### src/rtl/uop_sequencer.sv
// Microoperation sequencer: drives uOP for the microcoded controller, latches ALU flags,
// and provides run/halt/single-step control with a retire counter. Optional macro: UOP_WATCHDOG_EN.
module uop_sequencer #(
  parameter int unsigned CNT_W     = 16,
  parameter int unsigned UOP_LIMIT = 6
) (
  input  logic             CLK,
  input  logic             RST,
  input  logic             RUN,
  input  logic             STEP_REQ,
  input  logic             RESET_uOP,
  input  logic             READ_FLAGS,
  input  logic             ALU_ZERO,
  input  logic             ALU_COUT,
  output logic [2:0]       uOP,
  output logic             ZERO_FLAG,
  output logic             COUT_FLAG,
  output logic             HALTED,
  output logic             STEP_ACK,
  output logic             INSTR_DONE,
  output logic [CNT_W-1:0] INSTR_COUNT,
  output logic             UOP_ERR
);

  localparam int unsigned UOP_W    = 3;
  localparam logic [UOP_W-1:0] UOP_IDLE  = UOP_W'(7);
  localparam logic [UOP_W-1:0] UOP_FIRST = UOP_W'(0);

`ifdef UOP_WATCHDOG_EN
  localparam bit WD_EN = 1'b1;
`else
  localparam bit WD_EN = 1'b0;
`endif

  typedef enum logic [1:0] {
    S_IDLE,
    S_RUN,
    S_HALT,
    S_STEP
  } state_t;

  state_t state;

  // Runaway microcode: highest allowed uOP reached without the controller ending the instruction.
  logic at_limit;
  logic wd_trip;
  assign at_limit = (uOP == UOP_W'(UOP_LIMIT));
  assign wd_trip  = WD_EN && at_limit && !RESET_uOP;

  always_ff @(posedge CLK or posedge RST) begin
    if (RST) begin
      state       <= S_IDLE;
      uOP         <= UOP_IDLE;
      ZERO_FLAG   <= 1'b0;
      COUT_FLAG   <= 1'b0;
      HALTED      <= 1'b0;
      STEP_ACK    <= 1'b0;
      INSTR_DONE  <= 1'b0;
      INSTR_COUNT <= '0;
      UOP_ERR     <= 1'b0;
    end else begin
      INSTR_DONE <= 1'b0;
      STEP_ACK   <= 1'b0;

      // Flags are captured in every state and survive halt/step.
      if (READ_FLAGS) begin
        ZERO_FLAG <= ALU_ZERO;
        COUT_FLAG <= ALU_COUT;
      end

      case (state)
        S_IDLE: begin
          if (RUN) begin
            state <= S_RUN;
            uOP   <= UOP_FIRST;
          end else begin
            state  <= S_HALT;
            HALTED <= 1'b1;
          end
        end

        S_RUN, S_STEP: begin
          if (RESET_uOP) begin
            INSTR_DONE  <= 1'b1;
            INSTR_COUNT <= INSTR_COUNT + CNT_W'(1);
            if (state == S_STEP) begin
              STEP_ACK <= 1'b1;
              uOP      <= UOP_IDLE;
              state    <= S_HALT;
              HALTED   <= 1'b1;
            end else if (RUN) begin
              uOP <= UOP_FIRST;
            end else begin
              uOP    <= UOP_IDLE;
              state  <= S_HALT;
              HALTED <= 1'b1;
            end
          end else if (wd_trip) begin
`ifdef UOP_WATCHDOG_EN
            UOP_ERR <= 1'b1;
`endif
            // Abort without retiring: restart when running, park when stepping.
            if (state == S_STEP) begin
              uOP    <= UOP_IDLE;
              state  <= S_HALT;
              HALTED <= 1'b1;
            end else begin
              uOP <= UOP_FIRST;
            end
          end else begin
            uOP <= uOP + UOP_W'(1);
          end
        end

        S_HALT: begin
          if (RUN) begin
            state  <= S_RUN;
            uOP    <= UOP_FIRST;
            HALTED <= 1'b0;
          end else if (STEP_REQ) begin
            state  <= S_STEP;
            uOP    <= UOP_FIRST;
            HALTED <= 1'b0;
          end
        end

        default: begin
          state <= S_IDLE;
          uOP   <= UOP_IDLE;
        end
      endcase
    end
  end

endmodule

### config.mk
export PLATFORM = sky130hd
export DESIGN_NAME = uop_sequencer
export DESIGN_NICKNAME = d
export VERILOG_FILES = /design/src/rtl/uop_sequencer.sv
export SDC_FILE = /design/constraint.sdc
export NUM_CORES = 1
export LEC_CHECK = 0
export CAP_MARGIN = 10
export CORE_MARGIN = 4
export CORE_UTILIZATION = 42
export CTS_CLUSTER_DIAMETER = 40
export DETAILED_ROUTE_END_ITERATION = 12
export HOLD_SLACK_MARGIN = 0.12
export PLACE_DENSITY_LB_ADDON = 0.1
export SLEW_MARGIN = 40
export SYNTH_ARGS = -nofsm -noshare
export SYNTH_HDL_FRONTEND = slang
export SYNTH_SLANG_ARGS = --single-unit
export TNS_END_PERCENT = 5
### constraint.sdc
create_clock -name CLK -period 1.4 [get_ports CLK]
set_input_delay 0.14 -clock CLK [delete_from_list [all_inputs] [get_ports CLK]]
set_output_delay 0.14 -clock CLK [all_outputs]
set_load 0.05 [all_outputs]
==> results.cfg, run 1 <==
[run_status]
status = finished clean

[timing]
skew_ns = 0.002590
clock.fmax_mhz = 736.2
min_period_ns = 1.358
grt_setup_unrepaired = yes
fin_crit_sh = 0.9702
slew_viol_final = 0
final_hold_viol_count = 0
setup_viol = 0

[yosys]
synth_top_area_share = 0.4817
synthMostInstantiatedCell = dfrtp_1
async_flop_share = 1.000
synthFlopType = dfrtp_1
synth_top_area_cell = dfrtp_1
synth_area_leaders = dfrtp_1 (48%), xnor2_1 (7.3%), dfstp_2 (6.6%)
yosysWarningCount = 1
synth.yosys.seq_area_share = 0.5476
synthCells = 103
synthesis.area_sq_mm = 0.001195
ys_top_cells_by_count = dfrtp_1 (23), nand2_1 (11), xnor2_1 (10)
synth_seq_cells = 26
synth-edff-count = 0
synth_cell_types = 32
synth_nets = 113
avgSynthCellArea_sq_um = 11.60

[placement]
hpwl_mm = 1.776
gp_congestion = 0.8350
place_area_sq_mm = 0.001833
port-buffer-count = 31

[setup_path]
worst_setup_path_start_kind = register
timing.rr.start = INSTR_COUNT[0]
worstSetupEndpointType = register
worst-setup-path-type = register to register
ff2ff_setup_slack_ns = 0.04
r2r_cells = 4
cp.arrival_ns = 1.60
r2r-end = INSTR_COUNT[9]
cp_max_fo = 5
worstPathRequired_ns = 1.65

[cts]
clockBufferDepth = 2
clock_sinks = 26
root_buffer = clkbuf_4
h-tree-depth = 1
clkLatencyLatePin_ns = 0.32
numCtsBuffers = 3
cts_tree = built
path_clk_slew_ns = 0.14

[finish]
drive_gt1_frac = 0.4698
finalNetCount = 160
diodes = 0
design_area_sq_mm = 0.001907
regArea_sq_um = 668.1
multi_input_area_sq_um = 516.7
nFillCells = 210
syn_to_final_growth_pct = 59.58

[drt]
wl_mm = 2.249
first_pass_iters = 4
drt_iter0_drc = 9
drc = 0
viasPerCell = 4.917
routedWlPerCell_um = 12.49
vias = 885
ant_nets = 0

[floorplanning]
core_sq_mm = 0.002734
start_util = 0.4371
fp.dieH_um = 61.34
io_pins = 33
die_w_um = 61.34
num_rows = 19
fp.dieArea_sq_mm = 0.003763

[pwr]
ir_drop_uv = 1694
finalPower_w = 0.003713
cellLeakagePower_nw = 0.8577
powerDensity_mw_per_mm2 = 1947

[min_path]
hp-start = ALU_ZERO
hold_depth = 2
hold_class = input pin to register
whs_endpoint = ZERO_FLAG

[global_route]
grt_usage = 0.1316
grt_max_degree = 19
grt_overflow = 0
grt_pass1_wl_mm = 3.815
grt_pass1_vias = 925
antenna_found_initial = 0

[job]
drv_cap = 0
## state kept, by name, indices dropped and copies added (netlist names)
register / count
INSTR_DONE: 1
HALTED: 1
state: 2
STEP_ACK: 1
INSTR_COUNT: 16
COUT_FLAG: 1
uOP: 3
ZERO_FLAG: 1
## layout by cell type, fill, tap and decap left out, types with 2 or more instances in the layout
cell type,n
a21oi_1,3
o21ai_0,4
and2b_2,2
mux2_2,3
nand3_4,2
nand3_1,3
clkbuf_4,3
and3_1,2
dfrtp_1,12
buf_4,16
clkdlybuf4s50_1,7
nand4_1,2
buf_12,21
xor2_1,5
dfstp_2,3
inv_1,7
nand2_1,10
xnor2_1,10
nor2_1,2
dfrtp_2,11
## final cells by class
| cell class | count | share of cell area |
|---|---|---|
| flip-flops and latches | 26 | 0.3504 |
| repair buffers | 45 | 0.3255 |
| multi-input cells | 67 | 0.2710 |
| well taps | 31 | 0.02034 |
| clock buffers | 4 | 0.01903 |
| inverters | 7 | 0.01378 |
## worst max path at each step
stage,start,endpoint,slack [ns],cells past startpoint
final,INSTR_COUNT[0],INSTR_COUNT[9],0.04,4
after detailed placement,RESET_uOP,INSTR_COUNT[9],-0.22,5
after floorplan,INSTR_COUNT[1],INSTR_COUNT[15],-0.05,4
after CTS,INSTR_COUNT[0],INSTR_COUNT[9],0.02,4
after global routing,INSTR_COUNT[3],INSTR_COUNT[9],-0.03,4
after global placement,RESET_uOP,INSTR_COUNT[9],-0.21,5
## power by group
group	switching (W)	internal [W]	leakage, nW
logic	0.00109	0.00100	0.524
clock network	0.000218	0.000159	0.0210
registers	0.000238	0.00100	0.313
## cell families (layout without fill, tap and decap cells)
family                     count (synthesis)  after routing  synth area share
adders and majority gates                  2              2           0.02094
and+or+nand+nor                           34             34            0.1864
buffers and inverters                     10             56           0.04398
muxes                                      3              3           0.02827
other                                      1              1          0.003138
xor gates and xnor gates                  15             15            0.1099
AOI/OAI and AO/OA                         12             12           0.05970
DFF                                       26             26            0.5476
## metal layers
metal,up-vias,global-route usage,part of all wire
met5,-,0,0
met4,0,0.02727,0
met3,0,0.02725,0.056
met2,22,0.2205,0.47
met1,425,0.1772,0.47
li1,438,-,-
## through the flow
stage / TNS, ns / setup WS (ns) / util / hold WS, ns / cells
after floorplan: -0.1767 / -0.04805 / - / 0.1770 / 103
after global routing: -0.04282 / -0.03076 / 0.6975 / 0.4143 / 180
after detailed placement: -1.855 / -0.2174 / 0.6705 / 0.4583 / 172
after CTS: 0 / 0.01660 / 0.6957 / 0.4391 / 180
after global placement: -1.647 / -0.2129 / 0.6705 / 0.4420 / 172
final: 0 / 0.04174 / 0.6975 / 0.4387 / 180
## worst max-delay path: stages, from the launching register on
cell	delay, ns
dfrtp_2	0.44
nand2_2	0.09
nor4_4	0.37
and3_1	0.22
xor2_1	0.16
## timing repair
action,CTS,global route
endpoints found under the setup margin,1,4
hold buffers,1,0
buffers inserted,3,0
gates resized for setup,0,2
pin swaps,1,1
endpoints found under the hold margin,5,0
Power figures use the tool's default switching activity.
==> run 2: changes to the inputs <==
--- a/config.mk
+++ b/config.mk
@@ -11,7 +11,8 @@
 export CTS_CLUSTER_DIAMETER = 40
 export DETAILED_ROUTE_END_ITERATION = 12
 export HOLD_SLACK_MARGIN = 0.12
-export PLACE_DENSITY_LB_ADDON = 0.1
+export PLACE_DENSITY_LB_ADDON = 0.2
+export SETUP_SLACK_MARGIN = 0.05
 export SLEW_MARGIN = 40
 export SYNTH_ARGS = -nofsm -noshare
 export SYNTH_HDL_FRONTEND = slang
==> run 2 against run 1 <==
Against the previous run:
- sequential power barely moved
- largest cell class unchanged
- total power rose by 1.4%
- critical endpoint unchanged
- flip-flop and latch count is the same
- first-iteration DRC count increased by 120%
==> results.cfg, run 2 (synthesized netlist as in run 1, its figures left out) <==
[placement]
placedCellCount = 170
hpwl_mm = 1.875
port-buffer-count = 31
post-place-ws_ns = -0.2240
gp_congestion = 0.8178

[finish]
final_cell_mix = buf_12 (20), buf_4 (18), dfrtp_1 (12)
diodes = 0
nFillCells = 211
finalNetCount = 161
final_common_cell = buf_12
top_regs = INSTR_COUNT: 16 flops, uOP: 3 flops, state: 2 flops
largest_register_ffs = 16
largest-register = INSTR_COUNT
syn_to_final_growth_pct = 60.52
drive_gt1_frac = 0.4867
stdcell_count = 181

[setup_path]
worstPathRequired_ns = 1.65
cp_max_fo = 5
worst-setup-path-type = register to register
cp.arrival_ns = 1.59
worstPathCellList = nand3_4 -> nor4_4 -> and3_1 -> xor2_1
worstSetupEndpointType = register
worst_setup_path_start_kind = register
max_stage_delay_ns = 0.41
crit_slowest_cell = dfrtp_2

[pwr]
powerDensity_mw_per_mm2 = 1963
ir_drop_uv = 1655
switching_share = 0.4214
pwr-share-comb = 0.572
cell_internal_pwr_w = 0.002179
switching_power_w = 0.001587
seq_power_share = 0.327
p_clk_frac = 0.101
finalPower_w = 0.003765
cellLeakagePower_nw = 0.8715

[run_status]
status = finished clean

[drt]
first_pass_iters = 4
drc = 0
viasPerCell = 4.956
wl_mm = 2.532
routedWlPerCell_um = 13.99
drt_iter0_drc = 20
ant_nets = 0
vias = 897

[min_path]
hold_class = input pin to async pin

[global_route]
grt_pass1_vias = 904
grt_max_degree = 27
antenna_found_initial = 0
grt_overflow = 0
grt_pass1_wl_mm = 4.209
grt_usage = 0.1493

[floorplanning]
die_w_um = 61.34
io_pins = 33
fp.dieH_um = 61.34
start_util = 0.4371
fp.dieArea_sq_mm = 0.003763
core_sq_mm = 0.002734
num_rows = 19

[cts]
numCtsBuffers = 3
cts_tree = built
clock_sinks = 26
path_clk_slew_ns = 0.14
h-tree-depth = 1
root_buffer = clkbuf_4
clkLatencyLatePin_ns = 0.32
postCtsHoldBufs = 0
clockBufferDepth = 2

[timing]
slew_viol_final = 0
setup_viol = 0
grt_setup_unrepaired = yes
setup_ws_ns = 0.05971
holdWs_ns = 0.1516
skew_ns = 0.003362
final_hold_viol_count = 0
fin_crit_sh = 0.9574
min_period_ns = 1.340
clock.fmax_mhz = 746.1

[job]
drv_cap = 0
## run 2: path summary, 6_finish.rpt
check | startpoint | end | slack (ns) | cells after the start
min | RST | INSTR_COUNT[7] | 0.15 | 3
max reg2reg | INSTR_COUNT[5] | INSTR_COUNT[9] | 0.06 | 4
min reg2reg | INSTR_COUNT[10] | INSTR_COUNT[10] | 0.52 | 1
max | INSTR_COUNT[5] | INSTR_COUNT[9] | 0.06 | 4
max in group asynchronous | RST | uOP[1] | 0.95 | 3
min in group CLK | ALU_COUT | COUT_FLAG | 0.43 | 2
## run 2: stage by stage
stage	util	instance area (sq um)	TNS, ns
floorplan	-	1232	-0.1767
global placement	0.6604	1805	-1.578
detailed placement	0.6604	1805	-1.886
CTS	0.6957	1902	0
global route	0.7016	1918	-0.08747
finish	0.7016	1918	0
## run 2: repair_timing
action | 4_1_cts | 5_1_grt
resized for setup | 1 | 4
pin swaps | 2 | 8
setup buffers | 7 | 0
endpoints found under the setup margin | 6 | 10
## run 2: layer usage
metal	GRT usage	share of wire
met5	0	0
met4	0.02727	0.0051
met3	0.04193	0.044
met2	0.2598	0.55
met1	0.1875	0.40
## run 2: layout make-up
type / count / area (sq um) / area share
Multi-Input combinational cell: 67 / 531.8 / 0.2772
Tap cell: 31 / 38.79 / 0.02022
Inverter: 7 / 26.28 / 0.01370
Clock buffer: 4 / 36.28 / 0.01892
Timing Repair Buffer: 46 / 616.8 / 0.3216
Sequential cell: 26 / 668.1 / 0.3483
## run 2: power groups by stage
stage,Sequential [W],Combinational [W],Clock [W]
3_5_place_dp,0.00135,0.00191,0
3_3_place_gp,0.00132,0.00187,0
4_1_cts,0.00123,0.00216,0.000388
2_1_floorplan,0.00181,0.000512,0
5_1_grt,0.00127,0.00228,0.000420
6_report,0.00123,0.00215,0.000381
## run 2: critical path: cells and delay by family, from the launching register on
family	cells	cell delay (ns)
simple gates	3	0.72
xor+xnor	1	0.14
flops	1	0.41
==> run 3: changes to the inputs <==
--- a/config.mk
+++ b/config.mk
@@ -5,11 +5,13 @@
 export SDC_FILE = /design/constraint.sdc
 export NUM_CORES = 1
 export LEC_CHECK = 0
+export ABC_AREA = 0
 export CAP_MARGIN = 10
 export CORE_MARGIN = 4
-export CORE_UTILIZATION = 42
+export CORE_UTILIZATION = 54
 export CTS_CLUSTER_DIAMETER = 40
 export DETAILED_ROUTE_END_ITERATION = 12
+export DONT_BUFFER_PORTS = 1
 export HOLD_SLACK_MARGIN = 0.12
 export PLACE_DENSITY_LB_ADDON = 0.2
 export SETUP_SLACK_MARGIN = 0.05
==> run 3 against run 2 <==
Against the previous run:
- the flow now finishes with violations (negative hold slack)
- wire length is 6.0% lower
- global-route usage is 2.7 points higher
- fmax is 0.53% lower
- hold slack worse by 0.18 ns
- worst setup slack worse by 0.0072 ns
- sequential power hardly changed
- register-to-register slack hardly changed
- via count is 4.2% lower
- non-clock buffer count is 14 lower
- clock skew is 0.0025 ns lower
- critical path depth stayed put
- first-iteration DRC count is 65% lower
- critical path type unchanged
- highest routed layer unchanged
==> results.cfg, run 3 (synthesized netlist as in run 1, its figures left out) <==
[setup_path]
worst_setup_path_start_kind = register
critical_path.top_delay_family = simple AND/OR/NAND/NOR gates
max_stage_delay_ns = 0.44
cp_num_buf_inv = 0
cp_max_fo = 5
worstSetupEndpointType = register
crit_slowest_cell = dfrtp_1
worstPathCellList = nand3_4 -> nor4_4 -> nand4_1 -> xnor2_1
worst-setup-path-type = register to register
cp.arrival_ns = 1.54
worstPathRequired_ns = 1.59

[timing]
skew_ns = 0.0008567
slew-limit-headroom = 0.6459
finalSetupTns_ns = 0
slew_viol_final = 0
holdWs_ns = -0.02946
setup_viol = 0
worst_pin_slew_ns = 0.5311
grt_setup_unrepaired = yes
clock.fmax_mhz = 742.1
min_period_ns = 1.347
fin_crit_sh = 0.9625
final_hold_viol_count = 2

[finish]
final_common_cell = buf_4
final_util = 0.7729
top_regs = INSTR_COUNT: 16 flops, uOP: 3 flops, state: 2 flops
largest_register_ffs = 16
largest-register = INSTR_COUNT
diodes = 0
final_cell_mix = buf_4 (24), dfrtp_1 (12), dfrtp_2 (11), nand2_1 (11), xnor2_1 (10)
nFillCells = 140
drive_gt1_frac = 0.4412
syn_to_final_growth_pct = 30.79
finalNetCount = 147

[cts]
path_clk_slew_ns = 0.13
root_buffer = clkbuf_4
cts_tree = built
clkLatencyLatePin_ns = 0.31
numCtsBuffers = 3
clock_sinks = 26
postCtsHoldBufs = 7
clockBufferDepth = 2
h-tree-depth = 1

[pwr]
ir_drop_uv = 1349
cellLeakagePower_nw = 0.7371
powerDensity_mw_per_mm2 = 2012

[run_status]
violations = negative hold slack
status = finished with violations

[floorplanning]
num_rows = 16
io_pins = 33
fp.dieH_um = 55.04
die_w_um = 55.04
start_util = 0.5910
fp.dieArea_sq_mm = 0.003029
core_sq_mm = 0.002022

[placement]
gp_congestion = 0.7146
port-buffer-count = 0
hpwl_mm = 1.727

[drt]
wl_mm = 2.381
first_pass_iters = 4
vias = 859
routedWlPerCell_um = 14.61
drt_iter0_drc = 7
ant_nets = 0
viasPerCell = 5.270
drc = 0

[global_route]
grt_overflow = 0
grt_pass1_vias = 903
grt_usage = 0.1760
grt_pass1_wl_mm = 3.808
grt_max_degree = 27
antenna_found_initial = 0

[job]
drv_cap = 0

[min_path]
hold_class = input pin to register
[run 3: cell types whose count changed in the layout (fill, tap and decap cells not counted), sizes merged]
cell / change
buf: -14
clkdlybuf4s50: -7
dlygate4sd3: +6
dlymetal6s4s: +1
[run 3: power by group]
group          internal (W)  switching (W)  leakage [nW]
Combinational      0.000536       0.000992         0.403
Sequential         0.000999       0.000252         0.313
Clock              0.000159       0.000207        0.0210
[run 3: area by class of cell]
cell class | instances | area, sq um | area share
flip-flops and latches | 26 | 668.1 | 0.4275
multi-input cells | 67 | 525.5 | 0.3363
clock buffers | 4 | 36.28 | 0.02322
repair buffers | 32 | 272.8 | 0.1745
inverters | 7 | 26.28 | 0.01681
well taps | 27 | 33.78 | 0.02162
[run 3: metrics by stage]
stage / instance area, sq um / std cells / worst slack (ns) / power, W
5_1_grt: 1563 / 163 / -0.08456 / 0.003353
4_1_cts: 1539 / 162 / 0.06488 / 0.003128
3_5_place_dp: 1433 / 151 / 0.08992 / 0.002735
3_3_place_gp: 1433 / 151 / 0.1278 / 0.002680
2_1_floorplan: 1232 / 103 / -0.04805 / 0.002324
6_report: 1563 / 163 / 0.05253 / 0.003145
[run 3: final timing paths]
path / startpoint / to / slack [ns] / depth (start not counted)
setup reg to reg: state[0] / INSTR_COUNT[15] / 0.05 / 4
hold / removal: RESET_uOP / uOP[1] / -0.03 / 2
min in group asynchronous: RST / COUT_FLAG / 0.27 / 3
max in group asynchronous: RST / uOP[1] / 0.91 / 3
hold reg to reg: INSTR_COUNT[2] / INSTR_COUNT[2] / 0.52 / 1
setup / recovery: state[0] / INSTR_COUNT[15] / 0.05 / 4
[run 3: worst reg2reg max path, cell delays in order, from the launching register on]
cell     delay [ns]
dfrtp_1        0.44
nand3_4        0.10
nor4_4         0.37
nand4_1        0.16
xnor2_1        0.16
[run 3: routing by layer]
| metal | GRT usage | part of all wire | up-vias |
|---|---|---|---|
| met5 | 0 | 0 | - |
| met4 | 0.07287 | 0.013 | 0 |
| met3 | 0.04290 | 0.081 | 5 |
| met2 | 0.3150 | 0.52 | 28 |
| met1 | 0.1983 | 0.38 | 415 |
| li1 | - | - | 411 |
[run 3: repair_timing]
action / in CTS / in global routing
resized for setup: 0 / 5
setup buffers: 0 / 1
endpoints found under the setup margin: 0 / 9
endpoints found under the hold margin: 45 / 13
